## src/rtl/iter_divider_pkg.sv

```systemverilog
// Shared definitions for the iterative divider: FSM state encodings and
// the handshake constants used between the ALU and the divider.
package iter_divider_pkg;

    typedef enum logic [1:0] {
        DIV_FREE    = 2'd0,
        DIV_BY_ZERO = 2'd1,
        DIV_ON      = 2'd2,
        DIV_END     = 2'd3
    } div_state_t;

    localparam logic DIV_RESULT_READY     = 1'b1;
    localparam logic DIV_RESULT_NOT_READY = 1'b0;
    localparam logic DIV_START            = 1'b1;
    localparam logic DIV_STOP             = 1'b0;

endpackage

```

## src/rtl/div_abs_neg.sv

```systemverilog
// Conditional two's-complement negation of a WIDTH-bit word; used for
// operand magnitudes and for the quotient/remainder sign fix-up.
module div_abs_neg #(
    parameter int WIDTH = 32
) (
    input  logic             neg_en,
    input  logic [WIDTH-1:0] din,
    output logic [WIDTH-1:0] dout
);

    assign dout = neg_en ? (~din + WIDTH'(1)) : din;

endmodule

```

## src/rtl/iter_divider.sv

```systemverilog
// Radix-2 restoring divider answering the ALU start/cancel/ready handshake.
// One quotient bit per clock; result is {remainder, quotient}.
module iter_divider
    import iter_divider_pkg::*;
#(
    parameter int WIDTH = 32,
    parameter int CNT_W = 6
) (
    input  logic               clk,
    input  logic               rst,
    input  logic               signed_div_i,
    input  logic [WIDTH-1:0]   opdata1_i,
    input  logic [WIDTH-1:0]   opdata2_i,
    input  logic               start_i,
    input  logic               annul_i,
    output logic [2*WIDTH-1:0] result_o,
    output logic               ready_o
);

    div_state_t         state;
    logic [CNT_W-1:0]   cnt;
    logic [WIDTH-1:0]   rem_q;
    logic [WIDTH-1:0]   quo_q;
    logic [WIDTH-1:0]   dvs_q;
    logic               sgn_q;
    logic               a_neg_q;
    logic               b_neg_q;

    logic [WIDTH-1:0]   abs_a;
    logic [WIDTH-1:0]   abs_b;
    logic [WIDTH-1:0]   fix_q;
    logic [WIDTH-1:0]   fix_r;
    logic [WIDTH:0]     shifted;
    logic signed [WIDTH:0] diff;

    div_abs_neg #(.WIDTH(WIDTH)) u_abs_a (
        .neg_en (signed_div_i & opdata1_i[WIDTH-1]),
        .din    (opdata1_i),
        .dout   (abs_a)
    );

    div_abs_neg #(.WIDTH(WIDTH)) u_abs_b (
        .neg_en (signed_div_i & opdata2_i[WIDTH-1]),
        .din    (opdata2_i),
        .dout   (abs_b)
    );

    div_abs_neg #(.WIDTH(WIDTH)) u_fix_q (
        .neg_en (sgn_q & (a_neg_q ^ b_neg_q)),
        .din    (quo_q),
        .dout   (fix_q)
    );

    div_abs_neg #(.WIDTH(WIDTH)) u_fix_r (
        .neg_en (sgn_q & a_neg_q),
        .din    (rem_q),
        .dout   (fix_r)
    );

    // The partial remainder stays below the divisor, so the true difference
    // always fits in WIDTH+1 signed bits and the MSB is a valid sign.
    assign shifted = {rem_q, quo_q[WIDTH-1]};
    assign diff    = $signed(shifted) - $signed({1'b0, dvs_q});

    always_ff @(posedge clk or negedge rst) begin
        if (!rst) begin
            state    <= DIV_FREE;
            cnt      <= '0;
            rem_q    <= '0;
            quo_q    <= '0;
            dvs_q    <= '0;
            sgn_q    <= 1'b0;
            a_neg_q  <= 1'b0;
            b_neg_q  <= 1'b0;
            result_o <= '0;
            ready_o  <= DIV_RESULT_NOT_READY;
        end else if (annul_i) begin
            state   <= DIV_FREE;
            cnt     <= '0;
            ready_o <= DIV_RESULT_NOT_READY;
        end else begin
            case (state)
                DIV_FREE: begin
                    ready_o <= DIV_RESULT_NOT_READY;
                    if (start_i == DIV_START) begin
                        sgn_q   <= signed_div_i;
                        a_neg_q <= opdata1_i[WIDTH-1];
                        b_neg_q <= opdata2_i[WIDTH-1];
                        rem_q   <= '0;
                        quo_q   <= abs_a;
                        dvs_q   <= abs_b;
                        cnt     <= '0;
                        state   <= (opdata2_i == '0) ? DIV_BY_ZERO : DIV_ON;
                    end
                end
                DIV_BY_ZERO: begin
                    // Zeroed magnitudes with sign fix-up disabled give an all-zero result.
                    rem_q <= '0;
                    quo_q <= '0;
                    sgn_q <= 1'b0;
                    state <= DIV_END;
                end
                DIV_ON: begin
                    if (!diff[WIDTH]) begin
                        rem_q <= diff[WIDTH-1:0];
                        quo_q <= {quo_q[WIDTH-2:0], 1'b1};
                    end else begin
                        rem_q <= shifted[WIDTH-1:0];
                        quo_q <= {quo_q[WIDTH-2:0], 1'b0};
                    end
                    cnt <= cnt + CNT_W'(1);
                    if (cnt == CNT_W'(WIDTH - 1)) begin
                        state <= DIV_END;
                    end
                end
                DIV_END: begin
                    if (start_i == DIV_STOP) begin
                        state   <= DIV_FREE;
                        ready_o <= DIV_RESULT_NOT_READY;
                    end else begin
                        result_o <= {fix_r, fix_q};
                        ready_o  <= DIV_RESULT_READY;
                    end
                end
                default: state <= DIV_FREE;
            endcase
        end
    end

endmodule

```

## config.mk

```make
export PLATFORM = sky130hd
export DESIGN_NAME = iter_divider
export DESIGN_NICKNAME = d
export VERILOG_FILES = /design/src/rtl/iter_divider_pkg.sv /design/src/rtl/div_abs_neg.sv /design/src/rtl/iter_divider.sv
export SDC_FILE = /design/constraint.sdc
export NUM_CORES = 1
export LEC_CHECK = 0
export BUFFER_PORTS_ARGS = -buffer_cell sky130_fd_sc_hd__buf_2
export CORE_AREA = 2 2 234 167
export CTS_CLUSTER_SIZE = 16
export DETAILED_ROUTE_END_ITERATION = 10
export DIE_AREA = 0 0 236 169
export PLACE_DENSITY = 0.49
export SLEW_MARGIN = 20
export SYNTH_ARGS = -nofsm -noshare
export SYNTH_HDL_FRONTEND = slang
export SYNTH_SLANG_ARGS = --single-unit
```

## constraint.sdc

```tcl
create_clock -name clk -period 3.9 [get_ports clk]
set_input_delay 0.39 -clock clk [delete_from_list [all_inputs] [get_ports clk]]
set_output_delay 0.39 -clock clk [all_outputs]
set_load 0.01 [all_outputs]
```

==> metrics.md <==
| Metric | Value |
|---|---|
| Site Rows | `60` |
| N_diodes | `0` |
| Storage element area | `~4300 um^2` |
| Top-count cell post-synth | `nand2_1` |
| Critical Path Sink Type | `register` |
| DRT iter0 DRCs | `796` |
| Internal | `5.975 mW` |
| H-tree depth | `4` |
| Highest routed metal layer | `met4` |
| Ranking of synthesized cells by area | `dfrtp_1 (38%), o21ai_0 (9.3%), nand2_1 (7.1%)` |
| Clock slew at reported path FFs | `70 ps` |
| Max IR drop VDD | `393.3 uV` |
| TritonCTS clock tree | `done` |
| Vias per cell | `4.930` |
| Net Count, Synth | `between 1000 and 1500` |
| GRT Total Usage | `0.1671` |
| Tightest Hold Check Type | `in2async` |
| Post-CTS sizing | `0` |
| Share of power burned in registers | `0.278` |
| Crit-path cells | `inv_1 -> ha_1 -> fa_1 -> nand2b_1 -> a21oi_1 -> o31ai_1 -> and3_1 -> o31ai_1 -> o41ai_2 -> xnor2_4 -> buf_4 -> nor2_1 -> a211o_1 -> o21ai_0` |
| Min cycle time layout | `3460 ps` |
| DRT antenna net count | `0` |
| Post-Layout Cell Count | `between 1500 and 2000` |
| Total I/O pin count | `134` |
| Starting Density | `0.2962` |
| Cell with the most instances on the worst path | `o31ai_1` |
| EDFF count, synth | `0` |
| Worst hold slack | `36.22 ps` |
| Fin nets | `1585` |
| Layout area overhead | `16.27%` |
| # port buffers | `133` |
| Sw Ratio | `0.4745` |
| Worst R2R Start | `quo_q[31]$_DFFE_PN0P_` |
| Fillers | `3993` |
| Slew @ Worst Pin | `999.6 ps` |
| Synth warn | `0` |
| Post-synth cell types | `a little over 60` |
| Relative slew slack | `0.3336` |
| Placed cell area | `12410 um^2` |
| Setup TNS | `0 ps` |
| Status | `finished clean` |
| Clock sinks | `172` |
| Fin. Hold Viols | `0` |
| Startpoint Class | `register` |
| Metal2 WL | `13000 um` |
| Clk buf depth | `2` |
| WL met3 | `1445 um` |
| Post-synth top cells | `nand2_1 (212), o21ai_0 (208), dfrtp_1 (172), a21oi_1 (118), nor2_1 (106)` |
| Power Total | `roughly 11 mW` |
| Post-Synthesis Cell Area | `11180 um^2` |
| Final setup fails | `0` |
| First-pass GRT wire length | `between 50000 and 60000 um` |
| Reg2Reg Capture Point | `rem_q[0]$_DFFE_PN0P_` |
| Skew final | `8.172 ps` |
| MaxCap Viol Count | `0` |
| Initial DRT Pass Iterations | `5` |
| Finished Cell Area | `13000 um^2` |
| Detail Placement HPWL | `~25000 um` |
| Cells after DPL | `between 1500 and 2000` |
| Slew Viols, Final | `0` |
| Pleak | `5.874 nW` |
| Ys async rst share | `1.000` |
| Critical path data required time | `4260 ps` |
| Die ar. | `39880 um^2` |
| Die Width | `236 um` |
| Largest net degree at the start of global routing | `95` |
| Post-synth top area share | `0.3849` |
| Die Ht | `between 150 and 200 um` |
| Post-synthesis instance total | `1368` |
| Share of layout cells above drive strength 1 | `0.1380` |
| Sequential area share after synthesis | `0.3849` |
| Critical path class | `reg2reg` |
| Clk_lat worst skew | `450 ps` |
| Via count | `9771` |
| Routability cong. | `approximately 0.84` |
| Area of the multi-input gates | `6420 um^2` |
| Register bit total from synthesis | `172` |
| Worst path max stage delay | `between 300 and 400 ps` |
| Primary FF master, synth | `dfrtp_1` |
| Num CTS Buffers | `17` |
| CP max stage cell | `dfrtp_1` |
| Core ar. | `~38000 um^2` |
| Clock power share | `0.155` |
| Ratio of final minimum period to clock period | `0.8872` |
| Hold_buf cts | `0` |
| Arrival @ worst endpoint | `3820 ps` |
| Max Clk Rate | `289.0 MHz` |
| RSZ-0062 raised after global routing | `no` |
| Largest area contributor in the netlist | `dfrtp_1` |
| Net load switching power | `5.395 mW` |
| Vias in the first global route | `9262` |
| Clock root buffer | `clkbuf_16` |
| Metal-1 WL | `18150 um` |
| Routed WL | `~33000 um` |
| Post-CTS Setup Bufs | `0` |
| Wire per inst | `16.58 um` |
| Number of remaining DRC errors | `0` |
| Reg2Reg Setup Slack | `about 440 ps` |
| Grt ovf | `0` |
| PD cells | `874.4 nW/um^2` |
| Average size of a mapped cell | `8.175 um^2` |
| End of the critical path | `rem_q[0]$_DFFE_PN0P_` |
| Critical path startpoint | `quo_q[31]$_DFFE_PN0P_` |
| Maximum fanout along the worst path | `19` |
| Initial antenna violation count | `1` |
| Worst Reg-to-Reg Cells | `14` |
| Gate power share | `0.567` |
==> final cells by class <==
class,instances,share of cell area
clock buffer,18,0.03301
clock inverter,14,0.01241
inverter,58,0.01674
multi-input combinational,1069,0.4937
sequential,172,0.3310
tap,496,0.04773
timing repair buffer,155,0.06534
==> power groups by stage <==
stage,clock [mW],sequential [mW],combinational [mW]
after floorplan,0,3.09,4.53
after global placement,0,3.16,6.44
after detailed placement,0,3.18,6.44
after CTS,1.81,3.15,6.46
after global routing,1.89,3.27,7.24
final,1.77,3.16,6.45
==> state kept, by name (all words and copies together) (netlist names) <==
register	count
cnt	6
b_neg_q	1
ready_o	1
result_o	64
a_neg_q	1
sgn_q	1
dvs_q	32
quo_q	32
state	2
rem_q	32
==> through the flow <==
stage	utilization	setup slack (ps)
floorplan	-	823.6
global placement	0.3286	576.3
detailed placement	0.3286	484.2
CTS	0.3442	435.3
global route	0.3443	168.0
finish	0.3443	439.8
==> kinds of logic (layout without fill, tap and decap cells) <==
kind of cell,count (synthesis),after routing,synth area share
mux,23,23,0.02081
buf+inv,127,245,0.04341
simple gates,441,441,0.1779
compound gates,417,417,0.2100
flops,172,172,0.3849
fa+ha+maj,43,43,0.04878
xor+xnor,145,145,0.1142
==> placed cells by master, fill, tap and decap left out, types with 3 or more instances in the layout <==
master | Yosys | final
or3_1 | 5 | 5
nand3_1 | 9 | 9
buf_4 | 1 | 21
o31ai_1 | 17 | 17
buf_2 | 3 | 132
and3_1 | 8 | 8
o21ai_1 | 5 | 5
clkinv_2 | 0 | 3
and2_1 | 10 | 10
o22ai_1 | 4 | 4
nor2b_1 | 4 | 4
clkbuf_16 | 0 | 17
a211o_1 | 4 | 4
or4_1 | 6 | 6
inv_6 | 0 | 4
nand4_1 | 4 | 4
o21ai_0 | 208 | 208
o41ai_1 | 9 | 9
mux2i_1 | 21 | 21
a31oi_1 | 15 | 15
xnor2_1 | 82 | 82
a21oi_1 | 118 | 118
o211ai_1 | 3 | 3
nor2_1 | 106 | 106
dfrtp_1 | 172 | 172
nand2_1 | 212 | 210
nand2b_1 | 19 | 19
nor4_1 | 13 | 13
a21o_1 | 12 | 12
a211oi_1 | 4 | 4
xor2_1 | 62 | 62
inv_1 | 58 | 58
nor3_1 | 26 | 26
ha_1 | 42 | 42
o21a_1 | 3 | 3
==> worst min-delay path by stage <==
stage               slack, ps                        to  cells after the start                      from
global placement          460  result_o[25]$_DFFE_PN0P_                      2  result_o[25]$_DFFE_PN0P_
CTS                        80  result_o[52]$_DFFE_PN0P_                      1                       rst
floorplan                  90       a_neg_q$_DFFE_PN0P_                      0                       rst
global route              130  result_o[52]$_DFFE_PN0P_                      1                       rst
finish                     40  result_o[52]$_DFFE_PN0P_                      1                       rst
detailed placement        470  result_o[38]$_DFFE_PN0P_                      2  result_o[38]$_DFFE_PN0P_
==> per-layer routing <==
metal / vias to the layer above / track usage
li1: 4964 / -
met2: 204 / 0.2318
met4: 0 / 0.03572
met1: 4584 / 0.2640
met3: 19 / 0.02984
met5: - / 0
==> worst max-delay path, delay by kind of cell, from the launching register on <==
kind	cells	cell delay [ps]
AO/OA/AOI/OAI	6	1370
buffers and inverters	2	360
adder cells (fa/ha/maj)	2	610
XOR/XNOR	1	180
flip-flops	1	390
AND/OR/NAND/NOR	3	460
(Power assumes the default switching activity.)
